**config.mk**
```make
export PLATFORM = sky130hd
export DESIGN_NAME = approx_alu_seq
export DESIGN_NICKNAME = d
export VERILOG_FILES = /design/src/rtl/approx_alu_seq.sv
export SDC_FILE = /design/constraint.sdc
export NUM_CORES = 1
export LEC_CHECK = 0
export CAP_MARGIN = 20
export CORE_UTILIZATION = 25
export CTS_CLUSTER_DIAMETER = 150
export CTS_CLUSTER_SIZE = 25
export DETAILED_ROUTE_END_ITERATION = 8
export SYNTH_ARGS = -nofsm -noshare
export SYNTH_HDL_FRONTEND = slang
export SYNTH_SLANG_ARGS = --single-unit
```
**constraint.sdc**
```tcl
create_clock -name clk -period 4 [get_ports clk]
set_clock_uncertainty 0.2 [all_clocks]
set_input_delay 0.8 -clock clk [delete_from_list [all_inputs] [get_ports clk]]
set_output_delay 0.8 -clock clk [all_outputs]
set_load 0.05 [all_outputs]
```
**src/rtl/approx_alu_seq.sv**
```systemverilog
// Sequential ALU with a lower-part-OR approximate adder (LOA) and an
// iterative shift-add multiplier that reuses the same adder each cycle.
module approx_alu_seq #(
    parameter int WIDTH = 16,
    parameter int K     = 4,
    parameter int MW    = 8
) (
    input  logic             clk,
    input  logic             rst,
    input  logic             in_valid,
    output logic             in_ready,
    input  logic [WIDTH-1:0] a,
    input  logic [WIDTH-1:0] b,
    input  logic [2:0]       sel,
    input  logic             approx_en,
    output logic             out_valid,
    input  logic             out_ready,
    output logic [WIDTH:0]   y
);

    // state | meaning
    // IDLE  | waiting for an operation, in_ready=1
    // MUL   | one shift-add iteration per cycle, inputs ignored
    // HOLD  | y valid, held until out_ready; may accept the next op on drain

    localparam int SW = $clog2(WIDTH);
    localparam int CW = (MW > 1) ? $clog2(MW) : 1;
    localparam int AW = 2 * MW;

    localparam logic [WIDTH:0] ONE   = 1;
    localparam logic [WIDTH:0] KMASK = (ONE << K) - ONE;
    localparam logic [WIDTH:0] KTOP  = KMASK ^ (KMASK >> 1);

    localparam logic [2:0] OP_ADD = 3'b000;
    localparam logic [2:0] OP_MUL = 3'b001;
    localparam logic [2:0] OP_AND = 3'b010;
    localparam logic [2:0] OP_OR  = 3'b011;
    localparam logic [2:0] OP_XOR = 3'b100;
    localparam logic [2:0] OP_NOT = 3'b101;
    localparam logic [2:0] OP_SHL = 3'b110;
    localparam logic [2:0] OP_SHR = 3'b111;

    typedef enum logic [1:0] {
        IDLE = 2'd0,
        MUL  = 2'd1,
        HOLD = 2'd2
    } state_t;

    state_t state, state_nxt;

    logic [MW-1:0]  ma_q;
    logic [MW-1:0]  mb_q;
    logic           apx_q;
    logic [AW-1:0]  acc_q;
    logic [CW-1:0]  cnt_q;
    logic [WIDTH:0] y_q;

    logic           accept;
    logic           last_iter;
    logic [WIDTH:0] alu_res;
    logic [AW-1:0]  addend;
    logic [AW-1:0]  acc_sum;
    logic [AW-1:0]  acc_step;

    // Operands are zero-extended by one bit so the top bit of the sum is the carry-out.
    function automatic logic [WIDTH:0] loa(input logic [WIDTH:0] x,
                                           input logic [WIDTH:0] z,
                                           input logic           apx);
        logic [WIDTH:0] m;
        logic [WIDTH:0] t;
        logic [WIDTH:0] s;
        m = apx ? KMASK : '0;
        t = apx ? KTOP  : '0;
        s = (x & ~m) + (z & ~m) + ((|(x & z & t)) ? (t << 1) : '0);
        return s | ((x | z) & m);
    endfunction

    always_comb begin
        alu_res = '0;
        case (sel)
            OP_ADD:  alu_res = loa({1'b0, a}, {1'b0, b}, approx_en);
            OP_AND:  alu_res = {1'b0, a & b};
            OP_OR:   alu_res = {1'b0, a | b};
            OP_XOR:  alu_res = {1'b0, a ^ b};
            OP_NOT:  alu_res = {1'b0, ~a};
            OP_SHL:  alu_res = {1'b0, (a << b[SW-1:0])};
            OP_SHR:  alu_res = {1'b0, (a >> b[SW-1:0])};
            default: alu_res = '0;
        endcase
    end

    always_comb begin
        addend    = AW'(ma_q) << cnt_q;
        acc_sum   = AW'(loa((WIDTH+1)'(acc_q), (WIDTH+1)'(addend), apx_q));
        acc_step  = mb_q[cnt_q] ? acc_sum : acc_q;
        last_iter = (cnt_q == CW'(MW - 1));
    end

    always_ff @(posedge clk) begin
        if (rst) begin
            state <= IDLE;
        end else begin
            state <= state_nxt;
        end
    end

    always_comb begin
        state_nxt = state;
        in_ready  = 1'b0;
        out_valid = 1'b0;
        case (state)
            IDLE: begin
                in_ready = 1'b1;
                if (in_valid) begin
                    state_nxt = (sel == OP_MUL) ? MUL : HOLD;
                end
            end
            MUL: begin
                if (last_iter) begin
                    state_nxt = HOLD;
                end
            end
            HOLD: begin
                out_valid = 1'b1;
                if (out_ready) begin
                    in_ready = 1'b1;
                    if (in_valid) begin
                        state_nxt = (sel == OP_MUL) ? MUL : HOLD;
                    end else begin
                        state_nxt = IDLE;
                    end
                end
            end
            default: state_nxt = IDLE;
        endcase
    end

    assign accept = in_valid && in_ready;

    // On a mul accepted during a drain, y_q keeps the old value; out_valid is low in MUL.
    always_ff @(posedge clk) begin
        if (rst) begin
            ma_q  <= '0;
            mb_q  <= '0;
            apx_q <= 1'b0;
            acc_q <= '0;
            cnt_q <= '0;
            y_q   <= '0;
        end else if (accept) begin
            ma_q  <= a[MW-1:0];
            mb_q  <= b[MW-1:0];
            apx_q <= approx_en;
            acc_q <= '0;
            cnt_q <= '0;
            if (sel != OP_MUL) begin
                y_q <= alu_res;
            end
        end else if (state == MUL) begin
            acc_q <= acc_step;
            if (last_iter) begin
                cnt_q <= '0;
                y_q   <= (WIDTH+1)'(acc_step);
            end else begin
                cnt_q <= cnt_q + CW'(1);
            end
        end
    end

    assign y = y_q;

endmodule

```
# [After elaboration in Yosys (flattened, before gate mapping)]
# Index checks and enable logic that the tools add are counted.
[word_totals] inputBits=40 ff_bits=55
[op_classes] addsub=5 bitwise=20 n_reduce_logical=10 n_eq_ne=15 n_shift=3 mux=24 order_cmp=1
[op_table] operator="case mux 17 bit (7 select lines)" n=1
[op_table] operator="AND 16 bit" n=5
[op_table] operator="2-to-1 mux 17 bit" n=4
[op_table] operator="AND 16 x 4 -> 16 bit" n=4
[op_table] operator="bitwise OR 16 bit" n=4
[op_table] operator="AND 16 x 17 -> 17 bit" n=2
[op_table] operator="OR reduction 17 bit" n=2
[op_table] operator="adder 17 bit" n=1
[op_table] operator="adder 17 x 5 -> 17 bit" n=1
[op_table] operator="inverter 4 -> 17 bit" n=1
[op_table] operator="bitwise OR 17 x 16 -> 17 bit" n=1
[op_table] operator="adder 16 bit" n=1
[op_table] operator="adder 16 x 5 -> 16 bit" n=1
[op_table] operator="2-to-1 mux 16 bit" n=1
[op_table] operator="2-to-1 mux 4 bit" n=4
[op_table] operator="inverter 16 bit" n=1
[op_table] operator="inverter 4 -> 16 bit" n=1
[op_table] operator="left shift 16 x 4 -> 16 bit" n=1
[op_table] operator="left shift 8 x 3 -> 16 bit" n=1
[op_table] operator="right shift 16 x 4 -> 16 bit" n=1
[op_table] operator="XOR 16 bit" n=1
[op_table] operator="equality test 3 bit (second input constant)" n=5
[op_table] operator="2-to-1 mux 2 bit" n=5
[op_table] operator="2-to-1 mux 5 bit" n=2
[op_table] operator="other kinds (20)" n=27

# [Depth between registers and ports, before layout]
[logic_depth] word_depth=11 mapped_depth=15 mapped_depth_nobuf=13

# [Worst setup path after synthesis]
# No wires, ideal clock.
[synth_path] path_kind="reg-to-reg" from="register cnt_q[1]" to="register acc_q[15]" slack_ns=0.185 n_path_buf=2 path_stages_with_launch=16 arrival_time_ns=3.545 period_less_slack_ns=3.815 required_time_ns=3.730 path_cell_list="dfxtp_1 clkbuf_1 buf_1 mux2i_1 mux2i_1 mux2i_1 fa_1 inv_1 ha_1 o21ai_0 o21ai_1 nand3_1 a21oi_1 o31a_1 or4_1 a21oi_1"
[synth_via] elab_chain_cells=8 elab_cells_between_ends=14 cone_classes="2 x add/sub; 1 x shift; 4 x mux; 6 x bitwise; 1 x reduce/logical"
[synth_rtl] item="start, declared" line_no="55" source="logic [CW-1:0] cnt_q;"
[synth_rtl] item="start signal, assigned" line_no="164" source="cnt_q <= cnt_q + CW'(1);"
[synth_rtl] item="parallel branches: the longest is 7 deep, another holds adder 16 bit"
[synth_rtl] item="2-to-1 mux 16 bit (*)" line_no="95" source="acc_step = mb_q[cnt_q] ? acc_sum : acc_q;"
[synth_rtl] item="end signal, assigned" line_no="159" source="acc_q <= acc_step;"
[synth_rtl] item="end, declared" line_no="54" source="logic [AW-1:0] acc_q;"
# Every way passes the cells marked *. The select of a mux whose other input is x is not followed.
# A chain may end at the register's enable or synchronous reset.

# [Worst setup path in the final report]
[layout_path] from="input port a[3]" to="register y_q[8] (netlist: y[8])"
[layout_via] elab_chain_cells=9 elab_cells_between_ends=13 cone_classes="2 x add/sub; 2 x shift; 4 x mux; 4 x bitwise; 1 x reduce/logical"
[layout_rtl] item="start, declared" line_no="12" source="input logic [WIDTH-1:0] a,"
[layout_rtl] item="parallel branches: the longest is 6 deep, another holds adder 17 bit"
[layout_rtl] item="case mux 17 bit (7 select lines) (*)" line_no="80" source="case (sel)"
[layout_rtl] item="2-to-1 mux 17 bit (*)" line_no="155" source="if (sel != OP_MUL) begin"
[layout_rtl] item="2-to-1 mux 17 bit (*)" line_no="149" source="end else if (accept) begin"
[layout_rtl] item="end signal, assigned" line_no="156" source="y_q <= alu_res;"
[layout_rtl] item="end signal, assigned" line_no="162" source="y_q <= (WIDTH+1)'(acc_step);"
[layout_rtl] item="end, declared" line_no="56" source="logic [WIDTH:0] y_q;"
# Marked as above.

==> results by group <==
Outcome
  – Status: completed

Global route
  – Number of global-route vias before repair: 6,853
  – Largest net degree at the start of global routing: 46
  – Initial antenna violation count: 0
  – GRT overflow: 0
  – Global Route Usage Sum: 0.172
  – Global-route wire length before repair: 38,600 um

Clocking
  – Hold buffers post-CTS: 0
  – Num CTS Buffers: 5
  – CTS tree: built
  – H-tree depth: 2
  – Clock-pin slew on the worst setup and hold paths: 0.07 ns
  – Clock Latency Late Sink: 0.30 ns
  – Root Buffer: clkbuf_16
  – Clk sink count: 55
  – Clock buffer depth: 2

Timing
  – Final WS setup: 0.0525 ns
  – Min Tclk post-route: 3.95 ns
  – Setup Viol. Count Final: 0
  – Slew Limit Fails: 0
  – FMAX: 253 MHz
  – Endpoints failing hold: 0
  – Slew @ Worst Pin: 0.663 ns
  – Slew HR: 0.552
  – Final worst path period share: 0.987

Yosys
  – Syn avg cell area: 7.44 um2
  – Post-Syn Area: 0.00699 mm2
  – Yosys Warn Count: 0
  – Synthesis-stage register bit count: 55
  – Async set-or-reset flop fraction in the synthesized netlist: 0
  – Post-synth EDFFs: 0
  – Main synth FF type: dfxtp_1
  – Cell count after synthesis: 939
  – Synth Net Count: 1,065
  – Synth unique cells: 72
  – Sequential element share of the synthesized area: 0.158

Setup path
  – Critical path capture point type: flip-flop
  – Slowest stage delay, CP: 0.49 ns
  – Kind of cell adding the most delay to the critical path: adder cells
  – Worst EP arrival: 3.96 ns
  – Worst path required time: 4.01 ns
  – Worst Setup Start Kind: input port
  – Crit Reg-Reg Startpoint: cnt_q[1]
  – Critical Path Start: a[3]
  – CP Class: in -> reg
  – Worst-path fanout max: 3
  – CP max stage cell: clkdlybuf4s50_1
  – CP bufs+invs: 3
  – Critical path cell sequence: clkdlybuf4s50_1, ha_2, nand2_1, fa_1, inv_1, ha_4, and3_4, a2111oi_4, buf_4, o21ai_1, xor2_1, a21oi_2, and4_1, a311oi_2

Final layout
  – Fillers: 2,979
  – Most common cell after layout, fill and taps aside: nand2_1
  – Nets: 1,146
  – Most frequent cells in the layout: 112 x nand2_1, 98 x nor2_1, 80 x ha_1, 79 x a21oi_1, 79 x buf_4
  – Antenna Cells: 0
  – Layout area overhead: 23.3%
  – Layout cells sized above 1: 0.134
  – Design area: 0.00862 mm2

Min path
  – HP Class: reg -> reg
  – Hold path startpoint: mb_q[0]

Floorplanning
  – Core area: 0.0272 mm2
  – Initial core utilization: 0.257
  – # IOs: 59
  – Row count: 60
  – Die Y: 169 um
  – Die W: 169 um
  – Die area: 0.0286 mm2

Placement
  – Placed Instance Area: 0.00832 mm2
  – Detail Placement HPWL: 19,900 um
  – Worst slack at placement: -0.392 ns
  – GPL Wtd Cong: 0.940
  – IO buf count: 58

Drt
  – Number of DRC markers in iteration 0: 791
  – Final WL: 25,400 um
  – DRT Pass-1 Iters: 5
  – Remaining antenna violation count: 0
  – Via Count: 7,409
  – Detailed-route wire length per cell: 18.2 um
  – Post-DR vias/cell: 5.32
  – Post-route DRC: 0

Job
  – Max-Cap Viols: 0

Power and ir drop
  – Leak: 3.54 nW
  – Pwr Density: 227 mW/mm2
  – Max IR drop VDD: 0.183 mV
==> worst reg2reg max path, stage by stage, from the launching register on <==
cell and delay (ns):
dfxtp_4 0.43, mux2i_2 0.28, o21a_1 0.20, nor3_1 0.06
ha_1 0.34, fa_1 0.49, a211oi_1 0.32, o21ai_1 0.16
a31oi_1 0.29, xnor2_1 0.14, mux2_1 0.37, a222oi_1 0.25
nor3_1 0.09
==> metal layers <==
metal,wire [um],up-vias,GRT usage
li1,-,3604,-
met1,11800,3478,0.244
met2,11500,284,0.273
met3,1500,43,0.0173
met4,669,0,0.0537
met5,0,-,0
==> cell families after synthesis <==
logic type	after synthesis	synth area share
AND/OR/NAND/NOR	340	0.228
buffers and inverters	119	0.0702
multiplexers	69	0.125
AO/OA/AOI/OAI	252	0.239
adder cells (fa/ha/maj)	86	0.158
flip-flops	55	0.158
XOR/XNOR	18	0.0226
==> cells in the mapped netlist, types with 7 or more instances <==
library cell / count / area (um2)
xor2_1: 7 / 61.3
o221ai_1: 8 / 70.1
nand2b_1: 7 / 43.8
mux2i_1: 40 / 400
or3_1: 7 / 43.8
nand2_1: 112 / 420
buf_1: 8 / 30.0
o21ai_0: 31 / 155
nor2_1: 98 / 368
nand3_1: 18 / 90.1
o21ai_1: 14 / 70.1
mux2_1: 10 / 113
o31ai_1: 8 / 60.1
nor3_1: 36 / 180
inv_1: 53 / 199
nor2b_1: 16 / 100
xnor2_1: 11 / 96.3
mux4_2: 13 / 293
o22ai_1: 9 / 56.3
o211ai_1: 7 / 52.6
a21oi_1: 80 / 400
clkbuf_1: 37 / 139
dfxtp_1: 55 / 1100
and3_1: 8 / 50.1
a211oi_1: 21 / 158
buf_2: 13 / 65.1
ha_1: 82 / 1030
==> power breakdown <==
group | switching, mW | internal, mW
sequential | 0.0240 | 0.575
clock | 0.215 | 0.312
combinational | 0.497 | 0.335
total | 0.736 | 1.22
==> repair_timing <==
| action | in CTS | in global routing |
|---|---|---|
| buffers inserted | 0 | 3 |
| endpoints found under the setup margin | 3 | 17 |
| resized for setup | 3 | 20 |
| pin swaps | 0 | 1 |
==> stage by stage <==
stage / setup TNS [ns] / instances / hold slack (ns) / util / power, mW
global placement: -2.21 / 1382 / 0.241 / 0.306 / 1.41
floorplan: 0 / 939 / 0.233 / - / 1.11
CTS: 0 / 1390 / 0.260 / 0.313 / 1.93
detailed placement: -2.75 / 1382 / 0.250 / 0.306 / 1.41
global route: -0.0131 / 1393 / 0.294 / 0.317 / 2.05
finish: 0 / 1393 / 0.258 / 0.317 / 1.96
==> worst paths after layout <==
| kind | to | slack [ns] | cells past startpoint |
|---|---|---|---|
| min reg2reg | mb_q[0] | 0.26 | 2 |
| max reg2reg | y[9] | 0.26 | 12 |
| max | y[8] | 0.05 | 14 |
| min | mb_q[0] | 0.26 | 2 |
==> area by class of cell <==
| type | count | area (um2) | share of cell area |
|---|---|---|---|
| inverters | 56 | 210 | 0.0244 |
| multi-input cells | 765 | 5500 | 0.638 |
| flip-flops and latches | 55 | 1110 | 0.128 |
| clock inverters | 2 | 35.0 | 0.00406 |
| clock buffers | 6 | 139 | 0.0161 |
| repair buffers | 137 | 1160 | 0.135 |
| well taps | 372 | 465 | 0.0540 |
==> flip-flops by register name (all words and copies together), names as in the netlist <==
register and flops:
cnt_q 3, state 2, apx_q 1, y 17, acc_q 16, mb_q 8
ma_q 8
No activity file was read; power rests on OpenSTA's default activity.
